`src/rtl/instr_register_pkg.sv`:
```
// Shared types for instr_register and its front-end scheduler: instruction encoding,
// queue addressing, and the requester id stored alongside each queued entry.
package instr_register_pkg;

  typedef enum logic [3:0] {
    ZERO  = 4'd0,
    PASSA = 4'd1,
    PASSB = 4'd2,
    ADD   = 4'd3,
    SUB   = 4'd4,
    MULT  = 4'd5,
    DIV   = 4'd6,
    MOD   = 4'd7
  } opcode_t;

  typedef logic signed [31:0] operand_t;
  typedef logic signed [63:0] result_t;
  typedef logic [4:0]         address_t;

  typedef struct packed {
    opcode_t  opc;
    operand_t op_a;
    operand_t op_b;
    result_t  rezultat;
  } instruction_t;

  typedef logic req_id_t;

  localparam int IRQ_DEPTH = 32;

endpackage

```
`src/rtl/instr_reg_scheduler_if.sv`:
```
// Requester and consumer handshakes of the scheduler. The master side is the environment
// (two requesters plus the downstream consumer), the slave side is the scheduler.
interface instr_reg_scheduler_if;
  import instr_register_pkg::*;

  logic         req0_valid;
  logic         req0_ready;
  opcode_t      req0_opcode;
  operand_t     req0_op_a;
  operand_t     req0_op_b;

  logic         req1_valid;
  logic         req1_ready;
  opcode_t      req1_opcode;
  operand_t     req1_op_a;
  operand_t     req1_op_b;

  logic         issue_valid;
  logic         issue_ready;
  instruction_t issue_word;
  req_id_t      issue_src;

  modport master (
    output req0_valid, req0_opcode, req0_op_a, req0_op_b,
    output req1_valid, req1_opcode, req1_op_a, req1_op_b,
    output issue_ready,
    input  req0_ready, req1_ready,
    input  issue_valid, issue_word, issue_src
  );

  modport slave (
    input  req0_valid, req0_opcode, req0_op_a, req0_op_b,
    input  req1_valid, req1_opcode, req1_op_a, req1_op_b,
    input  issue_ready,
    output req0_ready, req1_ready,
    output issue_valid, issue_word, issue_src
  );

endinterface

```
`src/rtl/rr_arbiter2.sv`:
```
// Two-way round-robin arbiter. On a tie the requester that did not win the last accepted
// grant wins; the history only advances when a grant is actually issued.
module rr_arbiter2
  import instr_register_pkg::*;
(
  input  logic       clk,
  input  logic       reset,
  input  logic [1:0] req,
  input  logic       en,
  output logic [1:0] grant,
  output req_id_t    grant_id
);

  req_id_t    last_grant_q;
  req_id_t    last_grant_d;
  logic [1:0] req_m;

  always_comb begin
    req_m        = req & {2{en}};
    grant        = 2'b00;
    grant_id     = 1'b0;
    last_grant_d = last_grant_q;
    case (req_m)
      2'b01: begin
        grant    = 2'b01;
        grant_id = 1'b0;
      end
      2'b10: begin
        grant    = 2'b10;
        grant_id = 1'b1;
      end
      2'b11: begin
        grant_id = ~last_grant_q;
        grant    = grant_id ? 2'b10 : 2'b01;
      end
      default: ;
    endcase
    if (|grant) last_grant_d = grant_id;
  end

  // Resetting to 1 lets requester 0 win the first tie.
  always_ff @(posedge clk) begin
    if (reset) last_grant_q <= 1'b1;
    else       last_grant_q <= last_grant_d;
  end

endmodule

```
`src/rtl/instr_reg_scheduler.sv`:
```
// Front-end for instr_register: arbitrates two requesters into the register used as a
// circular queue, then issues entries in write order with the id of their requester.
module instr_reg_scheduler
  import instr_register_pkg::*;
#(
  parameter int DEPTH = IRQ_DEPTH,
  parameter int CNT_W = $clog2(DEPTH) + 1
) (
  input  logic                 clk,
  input  logic                 reset,
  input  logic                 flush,
  instr_reg_scheduler_if.slave bus,
  output logic                 load_en,
  output address_t             write_pointer,
  output opcode_t              opcode,
  output operand_t             operand_a,
  output operand_t             operand_b,
  output address_t             read_pointer,
  input  instruction_t         instruction_word,
  output logic [CNT_W-1:0]     count,
  output logic                 full,
  output logic                 empty
);

  localparam logic [CNT_W-1:0] FULL_CNT = CNT_W'(DEPTH);

  address_t         wr_ptr_q, wr_ptr_d;
  address_t         rd_ptr_q, rd_ptr_d;
  logic [CNT_W-1:0] count_q, count_d;
  req_id_t          src_tag_q [DEPTH];
  req_id_t          src_tag_d [DEPTH];

  logic       cand_en;
  logic       accept;
  logic       pop;
  logic [1:0] grant;
  req_id_t    grant_id;

  // While reset is asserted the visible status reflects the post-reset state immediately.
  always_comb begin
    full          = !reset && (count_q == FULL_CNT);
    empty         = reset || (count_q == '0);
    count         = reset ? '0 : count_q;
    write_pointer = reset ? '0 : wr_ptr_q;
    read_pointer  = reset ? '0 : rd_ptr_q;
    cand_en       = !full && !flush && !reset;
  end

  rr_arbiter2 u_arb (
    .clk      (clk),
    .reset    (reset),
    .req      ({bus.req1_valid, bus.req0_valid}),
    .en       (cand_en),
    .grant    (grant),
    .grant_id (grant_id)
  );

  assign accept          = |grant;
  assign load_en         = accept;
  assign bus.req0_ready  = grant[0];
  assign bus.req1_ready  = grant[1];
  assign bus.issue_valid = !empty && !flush;
  assign bus.issue_word  = instruction_word;
  assign bus.issue_src   = src_tag_q[rd_ptr_q];
  assign pop             = bus.issue_valid && bus.issue_ready;

  always_comb begin
    opcode    = ZERO;
    operand_a = '0;
    operand_b = '0;
    if (accept) begin
      if (grant_id) begin
        opcode    = bus.req1_opcode;
        operand_a = bus.req1_op_a;
        operand_b = bus.req1_op_b;
      end else begin
        opcode    = bus.req0_opcode;
        operand_a = bus.req0_op_a;
        operand_b = bus.req0_op_b;
      end
    end
  end

  // Pointers wrap through the natural width of address_t, which spans exactly DEPTH slots.
  always_comb begin
    wr_ptr_d = wr_ptr_q;
    rd_ptr_d = rd_ptr_q;
    count_d  = count_q;
    if (flush) begin
      wr_ptr_d = '0;
      rd_ptr_d = '0;
      count_d  = '0;
    end else begin
      if (accept) wr_ptr_d = wr_ptr_q + 1'b1;
      if (pop)    rd_ptr_d = rd_ptr_q + 1'b1;
      case ({accept, pop})
        2'b10:   count_d = count_q + 1'b1;
        2'b01:   count_d = count_q - 1'b1;
        default: ;
      endcase
    end
  end

  always_comb begin
    src_tag_d = src_tag_q;
    if (accept) src_tag_d[wr_ptr_q] = grant_id;
  end

  always_ff @(posedge clk) begin
    if (reset) begin
      wr_ptr_q <= '0;
      rd_ptr_q <= '0;
      count_q  <= '0;
    end else begin
      wr_ptr_q <= wr_ptr_d;
      rd_ptr_q <= rd_ptr_d;
      count_q  <= count_d;
    end
  end

  // Tags are payload: only slots between head and tail are ever read, so no reset needed.
  always_ff @(posedge clk) begin
    src_tag_q <= src_tag_d;
  end

endmodule

```
`src/flat_wrapper.sv`:
```
// flat-port wrapper written by rule: the top's interface ports become plain ports
module instr_reg_scheduler_flat import instr_register_pkg::*;
#(
  parameter int DEPTH = IRQ_DEPTH,
  parameter int CNT_W = $clog2(DEPTH) + 1
)
  (clk, reset, flush, load_en, write_pointer, opcode, operand_a, operand_b, read_pointer, instruction_word, count, full, empty, bus_req0_valid, bus_req0_opcode, bus_req0_op_a, bus_req0_op_b, bus_req1_valid, bus_req1_opcode, bus_req1_op_a, bus_req1_op_b, bus_issue_ready, bus_req0_ready, bus_req1_ready, bus_issue_valid, bus_issue_word, bus_issue_src);
  instr_reg_scheduler_if bus_i ();
  input  logic clk;
  input  logic reset;
  input  logic flush;
  output logic load_en;
  output address_t write_pointer;
  output opcode_t opcode;
  output operand_t operand_a;
  output operand_t operand_b;
  output address_t read_pointer;
  input  instruction_t instruction_word;
  output logic [CNT_W-1:0] count;
  output logic full;
  output logic empty;
  input wire logic [$bits(bus_i.req0_valid)-1:0] bus_req0_valid;
  input wire logic [$bits(bus_i.req0_opcode)-1:0] bus_req0_opcode;
  input wire logic [$bits(bus_i.req0_op_a)-1:0] bus_req0_op_a;
  input wire logic [$bits(bus_i.req0_op_b)-1:0] bus_req0_op_b;
  input wire logic [$bits(bus_i.req1_valid)-1:0] bus_req1_valid;
  input wire logic [$bits(bus_i.req1_opcode)-1:0] bus_req1_opcode;
  input wire logic [$bits(bus_i.req1_op_a)-1:0] bus_req1_op_a;
  input wire logic [$bits(bus_i.req1_op_b)-1:0] bus_req1_op_b;
  input wire logic [$bits(bus_i.issue_ready)-1:0] bus_issue_ready;
  output wire logic [$bits(bus_i.req0_ready)-1:0] bus_req0_ready;
  output wire logic [$bits(bus_i.req1_ready)-1:0] bus_req1_ready;
  output wire logic [$bits(bus_i.issue_valid)-1:0] bus_issue_valid;
  output wire logic [$bits(bus_i.issue_word)-1:0] bus_issue_word;
  output wire logic [$bits(bus_i.issue_src)-1:0] bus_issue_src;
  assign bus_i.req0_valid = bus_req0_valid;
  assign bus_i.req0_opcode = bus_req0_opcode;
  assign bus_i.req0_op_a = bus_req0_op_a;
  assign bus_i.req0_op_b = bus_req0_op_b;
  assign bus_i.req1_valid = bus_req1_valid;
  assign bus_i.req1_opcode = bus_req1_opcode;
  assign bus_i.req1_op_a = bus_req1_op_a;
  assign bus_i.req1_op_b = bus_req1_op_b;
  assign bus_i.issue_ready = bus_issue_ready;
  assign bus_req0_ready = bus_i.req0_ready;
  assign bus_req1_ready = bus_i.req1_ready;
  assign bus_issue_valid = bus_i.issue_valid;
  assign bus_issue_word = bus_i.issue_word;
  assign bus_issue_src = bus_i.issue_src;
  instr_reg_scheduler #(.DEPTH(DEPTH), .CNT_W(CNT_W)) u_core (.clk(clk), .reset(reset), .flush(flush), .bus(bus_i), .load_en(load_en), .write_pointer(write_pointer), .opcode(opcode), .operand_a(operand_a), .operand_b(operand_b), .read_pointer(read_pointer), .instruction_word(instruction_word), .count(count), .full(full), .empty(empty));
endmodule
```
`config.mk`:
```
export PLATFORM = sky130hd
export DESIGN_NAME = instr_reg_scheduler_flat
export DESIGN_NICKNAME = d
export VERILOG_FILES = /design/src/rtl/instr_register_pkg.sv /design/src/rtl/instr_reg_scheduler_if.sv /design/src/rtl/rr_arbiter2.sv /design/src/rtl/instr_reg_scheduler.sv /design/src/flat_wrapper.sv
export SDC_FILE = /design/constraint.sdc
export NUM_CORES = 1
export LEC_CHECK = 0
export CAP_MARGIN = 40
export CORE_AREA = 10 10 187 189
export CTS_BUF_LIST = sky130_fd_sc_hd__clkbuf_8
export CTS_CLUSTER_DIAMETER = 40
export CTS_CLUSTER_SIZE = 28
export DETAILED_ROUTE_END_ITERATION = 7
export DIE_AREA = 0 0 197 199
export SYNTH_ARGS = -nofsm -noshare
export SYNTH_HDL_FRONTEND = slang
export SYNTH_SLANG_ARGS = --single-unit
```
`constraint.sdc`:
```
create_clock -name clk -period 3.1 [get_ports clk]
set_input_delay 0.62 -clock clk [delete_from_list [all_inputs] [get_ports clk]]
set_output_delay 0.62 -clock clk [all_outputs]
set_load 0.01 [all_outputs]
```
# [After elaboration in Yosys (flattened, before gate mapping)]
# Cells that the tools add are included.
[op_classes] n_reduce_logical=15 n_bitwise=4 addsub=4 n_mux=19 n_eq_ne=6 order_cmp=3
[op_table] op="$mux 32" count=4
[op_table] op="$bwmux 32" count=1
[op_table] op="$ge 6x6->1 const B" count=2
[op_table] op="$not 5->6" count=2
[op_table] op="$pmux 6 s2" count=1
[op_table] op="$add 5x1->5 const B" count=2
[op_table] op="$mux 5" count=2
[op_table] op="$mux 4" count=2
[op_table] op="$add 6x1->6 const B" count=1
[op_table] op="$eq 2x2->1 const B" count=3
[op_table] op="$eq 6x6->1 const B" count=1
[op_table] op="$logic_and 1x1->1" count=6
[op_table] op="$logic_not 6->1" count=1
[op_table] op="$lt 6x1->1 const B" count=1
[op_table] op="$mux 6" count=1
[op_table] op="$pmux 2 s3" count=1
[op_table] op="$sub 6x1->6 const B" count=1
[op_table] op="$bmux 1 s5" count=1
[op_table] op="$demux 1 s5" count=1
[op_table] op="$eq 2x1->1 const B" count=2
[op_table] op="$logic_not 1->1" count=4
[op_table] op="$reduce_or 2->1" count=2
[op_table] op="$mux 1" count=3
[op_table] op="$and 2x2->2" count=1
[op_table] op="5 further kinds" count=5
[totals] output_inout_bits=223 ff_bits=49 input_bits=274

# [Logic depth before layout (Yosys ltp)]
# Gate-level depths: netlist of run 1.
[logic_depth] word_depth=11 depth_mapped=11

# [Cells and area by module]
# From an unflattened synthesis of run 1, not the netlist that was laid out.
[hier_totals] cells_unflattened=528 area_unflattened_um2=4576.9
[by_module_without_submodules] module="instr_reg_scheduler" area_per_inst_um2=4513.1 n_inst=1 seq_area_each_um2=1281.2 cells_per_inst=519
[by_module_without_submodules] module="rr_arbiter2" area_per_inst_um2=63.8 n_inst=1 seq_area_each_um2=20.0 cells_per_inst=9

# [Worst setup path after synthesis of run 1]
# No wires, ideal clock.
[synth_path] path_type="input port to flip-flop" from="input reset" to="register u_core.count_q[5]" required_ps=3030 path_slack_ps=-84 arrival_time_ps=3114 stages=10 cell_sequence="buf_2 or2_0 buf_2 a311o_1 ha_1 ha_1 o21ai_0 or4_1 a31o_2 a21oi_1"
[synth_between] elab_chain_len=11 word_cells_on_any_way=20
[synth_lines] item="start: declaration" line="flat_wrapper.sv:10" text="input logic reset;"
[synth_lines] item="$logic_not 1->1" line="instr_reg_scheduler.sv:41, instr_reg_scheduler.sv:46"
[synth_lines] item="$logic_and 1x1->1" line="instr_reg_scheduler.sv:41" text="full = !reset && (count_q == FULL_CNT);"
[synth_lines] item="$logic_not 1->1" line="instr_reg_scheduler.sv:46" text="cand_en = !full && !flush && !reset;"
[synth_lines] item="$logic_and 1x1->1 (2 in a row)" line="instr_reg_scheduler.sv:46"
[synth_lines] item="$and 2x2->2" line="rr_arbiter2.sv:19" text="req_m = req & {2{en}};"
[synth_lines] item="$eq 2x2->1 or $eq 2x1->1 (tied branches)" line="rr_arbiter2.sv:23" text="case (req_m)"
[synth_lines] item="$pmux 2 s3" line="rr_arbiter2.sv:23"
[synth_lines] item="$reduce_or 2->1" line="instr_reg_scheduler.sv:58" text="assign accept = |grant;"
[synth_lines] item="$eq 2x1->1 or $eq 2x2->1 (tied branches)" line="instr_reg_scheduler.sv:96" text="case ({accept, pop})"
[synth_lines] item="$pmux 6 s2 or $reduce_bool 2->1 (tied branches)"
[synth_lines] item="end signal: assignment" line="instr_reg_scheduler.sv:117" text="count_q <= count_d;"
[synth_lines] item="end: declaration" line="instr_reg_scheduler.sv:29" text="logic [CNT_W-1:0] count_q, count_d;"
# Parallel ways exist; a longest one is shown, timed or not.
# A chain may end at the register's enable or synchronous reset.

# [Final worst setup path of run 1]
[layout_path] from="input flush" to="output operand_a[14]"
[layout_between] elab_chain_len=8 word_cells_on_any_way=12
[layout_lines] item="start: declaration" line="flat_wrapper.sv:11" text="input logic flush;"
[layout_lines] item="$logic_not 1->1 (*)" line="instr_reg_scheduler.sv:46"
[layout_lines] item="$logic_and 1x1->1 (*) (2 in a row)" line="instr_reg_scheduler.sv:46"
[layout_lines] item="$and 2x2->2 (*)" line="rr_arbiter2.sv:19"
[layout_lines] item="$eq 2x2->1 or $eq 2x1->1 (tied branches)" line="rr_arbiter2.sv:23"
[layout_lines] item="$pmux 2 s3 or $pmux 1 s2 (tied branches)" line="rr_arbiter2.sv:23"
[layout_lines] item="$reduce_or 2->1 or $mux 32 (tied branches)" line="instr_reg_scheduler.sv:58, instr_reg_scheduler.sv:72"
[layout_lines] item="$mux 32 (*)" line="instr_reg_scheduler.sv:71" text="if (accept) begin"
[layout_lines] item="end: declaration" line="flat_wrapper.sv:15" text="output operand_t operand_a;"
# Every way passes the cells marked *; elsewhere a longest branch is shown, timed or not.

==> results.md, run 1 <==
- Post-route DRC: 0
- Worst-Margin Slew: 451 ps
- Met3 Usage GRT: 7.71%
- Die height: 199 µm
- Pwr/cell area: 239 nW/µm²
- I/O Buffers: 232
- Crit path depth: 9
- Critical path class: in -> out
- Dpl cells: 1128
- Commonest non-fill, non-tap cells in the layout: 159 x clkdlybuf4s50_1, 144 x nand2_1, 58 x buf_4
- Fin cells: 1147
- Area Growth Syn to Fin: 52.2%
- WL/cell: 22.3 µm
- Fmax: 0.332 GHz
- Largest delay share family, worst path: buffers and inverters
- Setup crit end: operand_a[14]
- DR iter-0 viols: 236
- Cell variety after synth: 49
- Period minus WS final: 3010 ps
- VDD IR-drop max: 0.160 mV
- Clk slew on worst S/H paths: 90 ps
- Commonest non-fill, non-tap cell in the layout: clkdlybuf4s50_1
- First-pass GRT wire length: 34400 µm
- CP Capture Type: output pin
- Critical-path top delay cell: a311o_1
- GRT overflow: 0
- Routed wire length: 25600 µm
- FP Rows: 65
- Starting Density: 14.7%
- Worst Hold Class: reg -> reg
- Combined area of the multi-input logic cells: 2160 µm²
- Worst slew margin: 69.9%
- YS warnings: 0
- CP startpoint kind: primary input
- Mapped Area: 4600 µm²
- Fillers: 3489
- Pre-antenna DRT Iters: 4
- Clock skew: 9.93 ps
- Critical-path cell list: dlygate4sd2_1 > or2_1 > a311o_1 > clkinv_4 > buf_4 > buf_16 > nand2_1 > o21ai_1 > clkdlybuf4s15_2
- Vias after detailed routing: 4590
- Storage element area: 1310 µm²
- Post-synthesis async set-or-reset flop share: 0%
- CP Data Arrival Time: 2390 ps
- Worst setup startpoint: flush
- CTS tree: yes
- Global routing usage on met1: 12.3%
- Max-cap violations: 0
- Flop2flop setup slack: 150 ps
- Nets: 1028
- Total power: 1.68 mW
- Final Wtd Congestion: 0.843
- EDFF count, synth: 32
- Core area: 31200 µm²
- Status: finished clean
- Clock sink count: 49
- GRT met2 Usage: 20.6%
- Clock buffer depth: 2
- Register area share after synthesis: 28.3%
- GRT Overall Usage: 12.1%
- Syn_area_per_cell: 7.60 µm²
- Final setup violating endpoints: 0
- H-tree Lvls: 2
- Slew Limit Fails: 0
- Leak: 2.58 nW
- I/O Pins: 497
- CP required: 2480 ps
- Vias/cell: 4.00
- Critical path fanouts, max: 12
- Largest net degree at the start of global routing: 63
- Gr busiest metal: met2
- Die width: 197 µm
- Worst r2r dst: u_core.count_q[5]$_SDFFE_PP0P_
- Top_reg_cell synth: edfxtp_1
- Period Utilization, post-route: 97.2%
- Slowest cell delay on critical path: 340 ps
- Fraction of layout cells with a size suffix above 1: 21.0%
- Die area: 39200 µm²
- Synthesized Nets: 891
- Final HPWL DP: 21700 µm
- Number of global-route vias before repair: 4499
- Post-CTS Hold Fix Bufs: 0
- R2R Path Start: u_core.count_q[1]$_SDFFE_PP0P_
- CTS Root Cell: clkbuf_8
- Remaining antenna violation count: 0
- R2R cell count: 10
- Flops & latches, synth: 49
- Worst-Skew Late Latency: 310 ps
- Antenna violations before repair: 3
- Mapped Cells: 606
- Fin. Hold Viols: 0
- Critical path buffers and inverters: 5
- CTS Buf Count: 5
==> worst min-delay path by stage <==
stage,to,depth (start not counted),slack [ps],start
after global placement,u_core.u_arb.last_grant_q$_SDFFE_PP1P_,1,490,u_core.u_arb.last_grant_q$_SDFFE_PP1P_
after floorplan,u_core.u_arb.last_grant_q$_SDFFE_PP1P_,1,470,u_core.u_arb.last_grant_q$_SDFFE_PP1P_
after detailed placement,u_core.u_arb.last_grant_q$_SDFFE_PP1P_,1,490,u_core.u_arb.last_grant_q$_SDFFE_PP1P_
final,u_core.u_arb.last_grant_q$_SDFFE_PP1P_,1,530,u_core.u_arb.last_grant_q$_SDFFE_PP1P_
after CTS,u_core.u_arb.last_grant_q$_SDFFE_PP1P_,1,530,u_core.u_arb.last_grant_q$_SDFFE_PP1P_
after global routing,u_core.u_arb.last_grant_q$_SDFFE_PP1P_,1,570,u_core.u_arb.last_grant_q$_SDFFE_PP1P_
==> kinds of logic (layout without fill, tap and decap cells) <==
family / Yosys count / after routing / share of synthesized area [%]
AO/OA/AOI/OAI: 100 / 100 / 12.4
other: 0 / 1 / 0
flip-flops: 49 / 49 / 28.3
XOR/XNOR: 7 / 7 / 1.33
AND/OR/NAND/NOR: 246 / 246 / 23.0
adder cells (fa/ha/maj): 11 / 11 / 3.15
buffers and inverters: 178 / 316 / 26.9
multiplexers: 15 / 15 / 4.95
==> routing by layer <==
metal	part of all wire, %	wire, µm
met1	35	8940
met4	2.0	505
met2	49	12500
met3	14	3600
met5	0.18	46
==> worst register-to-register path: stages (launching register included) <==
cell	delay (ps)
dfxtp_1	320
or4_4	560
buf_4	190
o31ai_4	200
nor2_1	110
ha_4	200
ha_1	290
o21ai_0	120
or4_1	510
a31o_2	250
a21oi_1	150
==> timing repair <==
item,4_1_cts,5_1_grt
buffers inserted,3,4
cloned,4,0
endpoints found under the setup margin,73,30
pin swaps,1,3
gates resized for setup,219,18
==> synthesized netlist by cell type, drive strengths merged, types with 3 or more instances <==
| cell type | count | area (µm²) |
|---|---|---|
| buf | 155 | 1140 |
| nand2 | 145 | 544 |
| o21ai | 72 | 360 |
| nor2 | 52 | 195 |
| edfxtp | 32 | 961 |
| dfxtp | 17 | 340 |
| clkbuf | 15 | 62.6 |
| nor2b | 12 | 75.1 |
| ha | 10 | 125 |
| inv | 8 | 30.0 |
| a21oi | 7 | 35.0 |
| mux2i | 7 | 70.1 |
| nand3 | 7 | 35.0 |
| mux4 | 6 | 135 |
| nand3b | 5 | 37.5 |
| nand4 | 4 | 25.0 |
| o31ai | 4 | 35.0 |
| or3 | 4 | 25.0 |
| xnor2 | 4 | 35.0 |
| a211oi | 3 | 22.5 |
| nor4b | 3 | 26.3 |
| or2 | 3 | 18.8 |
| or4 | 3 | 22.5 |
| xor2 | 3 | 26.3 |
==> metrics by stage <==
step	hold slack, ps	setup slack (ps)	area (µm²)	util (%)	TNS [ps]
final	533	88.2	7010	22.4	0
after global routing	569	-3.67	7000	22.4	-6.61
after CTS	530	-12.8	6960	22.3	-15.5
after detailed placement	492	-731	6770	21.7	-30760
after global placement	491	-708	6770	21.7	-30560
after floorplan	473	18.1	4620	-	0
==> flip-flops by register name, summed over array words and instances, names as in the netlist <==
signal,cells
u_core.u_arb.last_grant_q,1
u_core.src_tag_q,32
u_core.wr_ptr_q,5
u_core.count_q,6
u_core.rd_ptr_q,5
==> area by class of cell <==
class	count	share of cell area, %
Clock buffer	5	0.982
Clock inverter	3	0.607
Tap cell	402	7.18
Sequential cell	49	18.6
Multi-Input combinational cell	379	30.9
Timing Repair Buffer	300	41.2
Antenna cell	1	0.0357
Inverter	8	0.500
==> power by group <==
group          internal [mW]  switching (mW)  total [mW]
clock network          0.241           0.226       0.467
logic                  0.300           0.214       0.514
registers              0.694         0.00249       0.696
(Power assumes the default switching activity.)
==> run 2: changes to the inputs <==
--- a/config.mk
+++ b/config.mk
@@ -5,6 +5,7 @@
 export SDC_FILE = /design/constraint.sdc
 export NUM_CORES = 1
 export LEC_CHECK = 0
+export ABC_AREA = 0
 export CAP_MARGIN = 40
 export CORE_AREA = 10 10 187 189
 export CTS_BUF_LIST = sky130_fd_sc_hd__clkbuf_8
==> results of run 2 <==
The final DEF is identical to that of run 1; final timing and power are the same.
==> run 3: changes to the inputs <==
--- a/config.mk
+++ b/config.mk
@@ -13,6 +13,7 @@
 export CTS_CLUSTER_SIZE = 28
 export DETAILED_ROUTE_END_ITERATION = 7
 export DIE_AREA = 0 0 197 199
+export SETUP_SLACK_MARGIN = 0.1
 export SYNTH_ARGS = -nofsm -noshare
 export SYNTH_HDL_FRONTEND = slang
 export SYNTH_SLANG_ARGS = --single-unit
==> run 3 against run 2 <==
Cell area rose by 3.5%; non-clock buffer count rose by 6; sequential power barely moved; total power rose by 0.10%; global-route usage rose by 0.061 points; wire length rose by 0.35%; core utilization rose by 0.79 points; combinational power rose by 5.6%; critical path type is now reg -> out; largest power group unchanged.
==> results.md, run 3 (synthesis gave the netlist of run 1 again) <==
- Period minus WS final: 3030 ps (+13.4 ps)
- Top Registers: u_core.src_tag_q (32), u_core.count_q (6)
- Die width: 197 µm (unchanged)
- Clock buffer depth: 2 (unchanged)
- FP Rows: 65 (unchanged)
- GRT overflow: 0 (unchanged)
- Final HPWL DP: 20900 µm (-3.4%)
- Area Growth Syn to Fin: 57.6%
- CP required: 2480 ps (about the same)
- Number of global-route vias before repair: 4760 (+5.8%)
- Antenna violations before repair: 0 (-3)
- Period Utilization, post-route: 97.6% (+0.43 points)
- Worst-Skew Late Latency: 300 ps (about the same)
- Fillers: 3476 (-0.37%)
- DR iter-0 viols: 282 (+19%)
- Unrepaired setup endpoints after global routing: true
- Biggest register: u_core.src_tag_q
- Max-cap violations: 0 (unchanged)
- Final setup violating endpoints: 0 (unchanged)
- Status: finished clean
- Die height: 199 µm (unchanged)
- Clk slew on worst S/H paths: 90 ps (about the same)
- Pre-CTS setup slack: -673 ps (+57.5 ps)
- First-pass GRT wire length: 34900 µm (+1.6%)
- Clock sink count: 49 (unchanged)
- Final Wtd Congestion: 0.792 (-6.1%)
- Leak: 2.69 nW (+4.4%)
- Remaining antenna violation count: 0 (unchanged)
- Max reg flops: 32 (unchanged)
- Post-route DRC: 0 (unchanged)
- Vias/cell: 3.96 (-1.1%)
- I/O Buffers: 232 (unchanged)
- CTS Root Cell: clkbuf_8
- Final core occ: 23.2% (+0.79 points)
- Fmax: 0.331 GHz (-0.44%)
- Critical path fanouts, max: 9 (-3)
- CP startpoint kind: flop
- Fraction of layout cells with a size suffix above 1: 26.7% (+5.7 points)
- Nets: 1034 (+0.58%)
- Critical-path cell list: or4_4 > o311a_4 > buf_6 > bufbuf_16 > nand2_8 > o21ai_1 > buf_4 > buf_2
- Slowest cell delay on critical path: 550 ps (+210 ps)
- Pre-antenna DRT Iters: 7 (+3)
- CTS Buf Count: 5 (unchanged)
- Worst Hold Class: in -> reg
- VDD IR-drop max: 0.148 mV (-7.5%)
- Core area: 31200 µm² (unchanged)
- Worst-Margin Slew: 427 ps (-23.4 ps)
- Critical path class: reg -> out
- Commonest non-fill, non-tap cell in the layout: clkdlybuf4s50_1
- Post-route setup slack: 74.8 ps (-13.4 ps)
- Critical-path top delay cell: or4_4
- Slew Limit Fails: 0 (unchanged)
- Routed wire length: 25700 µm (+0.35%)
- Worst slew margin: 71.3% (+1.4 points)
- Largest net degree at the start of global routing: 60 (-4.8%)
- Die area: 39200 µm² (unchanged)
- Clock skew: 2.63 ps (-7.30 ps)
- Starting Density: 14.7% (unchanged)
- CP Data Arrival Time: 2410 ps (+20 ps)
- Fin. Hold Viols: 0 (unchanged)
- H-tree Lvls: 2 (unchanged)
- Commonest non-fill, non-tap cells in the layout: 159 x clkdlybuf4s50_1, 137 x nand2_1, 55 x buf_4
- WL/cell: 22.3 µm (-0.17%)
- Vias after detailed routing: 4562 (-0.61%)
- CP Capture Type: output pin
- Post-CTS Hold Fix Bufs: 0 (unchanged)
- GRT Overall Usage: 12.2% (+0.061 points)
- Pwr/cell area: 231 nW/µm² (-3.3%)
- I/O Pins: 497 (unchanged)
- CTS tree: yes
run 3: layout make-up:
type                       instances  area (µm²)  area share, %
timing repair buffer             306        2960           40.8
multi-input combinational        379        2330           32.2
sequential                        49        1310           18.0
tap                              402         503           6.93
clock buffer                       5        68.8          0.949
inverter                           8        43.8          0.604
clock inverter                     2        35.0          0.483
antenna                            2        5.00         0.0690
run 3: final timing paths:
check	startpoint	to	slack, ps	depth (start not counted)
worst max-delay path	u_core.count_q[4]$_SDFFE_PP0P_	operand_b[8]	70	8
worst min-delay path	reset	u_core.u_arb.last_grant_q$_SDFFE_PP1P_	520	2
worst max register to register	u_core.count_q[4]$_SDFFE_PP0P_	u_core.count_q[5]$_SDFFE_PP0P_	220	10
worst min register to register	u_core.u_arb.last_grant_q$_SDFFE_PP1P_	u_core.u_arb.last_grant_q$_SDFFE_PP1P_	540	1
run 3: through the flow:
step / cell area [µm²] / setup TNS, ps / hold WS [ps] / cells / power [mW]
final: 7250 / 0 / 516 / 1153 / 1.68
after global placement: 6770 / -30240 / 489 / 1122 / 1.22
after CTS: 7270 / 0 / 514 / 1147 / 1.70
after global routing: 7250 / 0 / 523 / 1151 / 1.75
after floorplan: 4640 / 0 / 473 / 606 / 1.03
after detailed placement: 6770 / -32340 / 499 / 1122 / 1.22
run 3: repair_timing:
| item | CTS | global route |
|---|---|---|
| setup endpoints to repair | 76 | 38 |
| setup buffers | 12 | 5 |
| pin swaps | 12 | 5 |
| resized for setup | 323 | 31 |
| gates cloned | 6 | 0 |
| hold endpoints to repair | 0 | 0 |
run 3: worst max-delay path, delay by kind of cell, from the launching register on:
family / cells / cell delay [ps]
compound gates: 2 / 450
buf+inv: 4 / 690
flops: 1 / 330
simple gates: 2 / 630
run 3: per-layer routing:
layer / track usage, % / wire length (µm) / up-vias
met5: 0.264 / 0 / -
met4: 2.85 / 477 / 0
met3: 7.79 / 3710 / 34
met2: 20.4 / 12500 / 293
met1: 12.5 / 9070 / 2059
li1: - / - / 2176
run 3: power breakdown:
group	switching (mW)	internal, mW	total [mW]
clock	0.205	0.234	0.438
sequential	0.00305	0.694	0.697
combinational	0.224	0.319	0.543
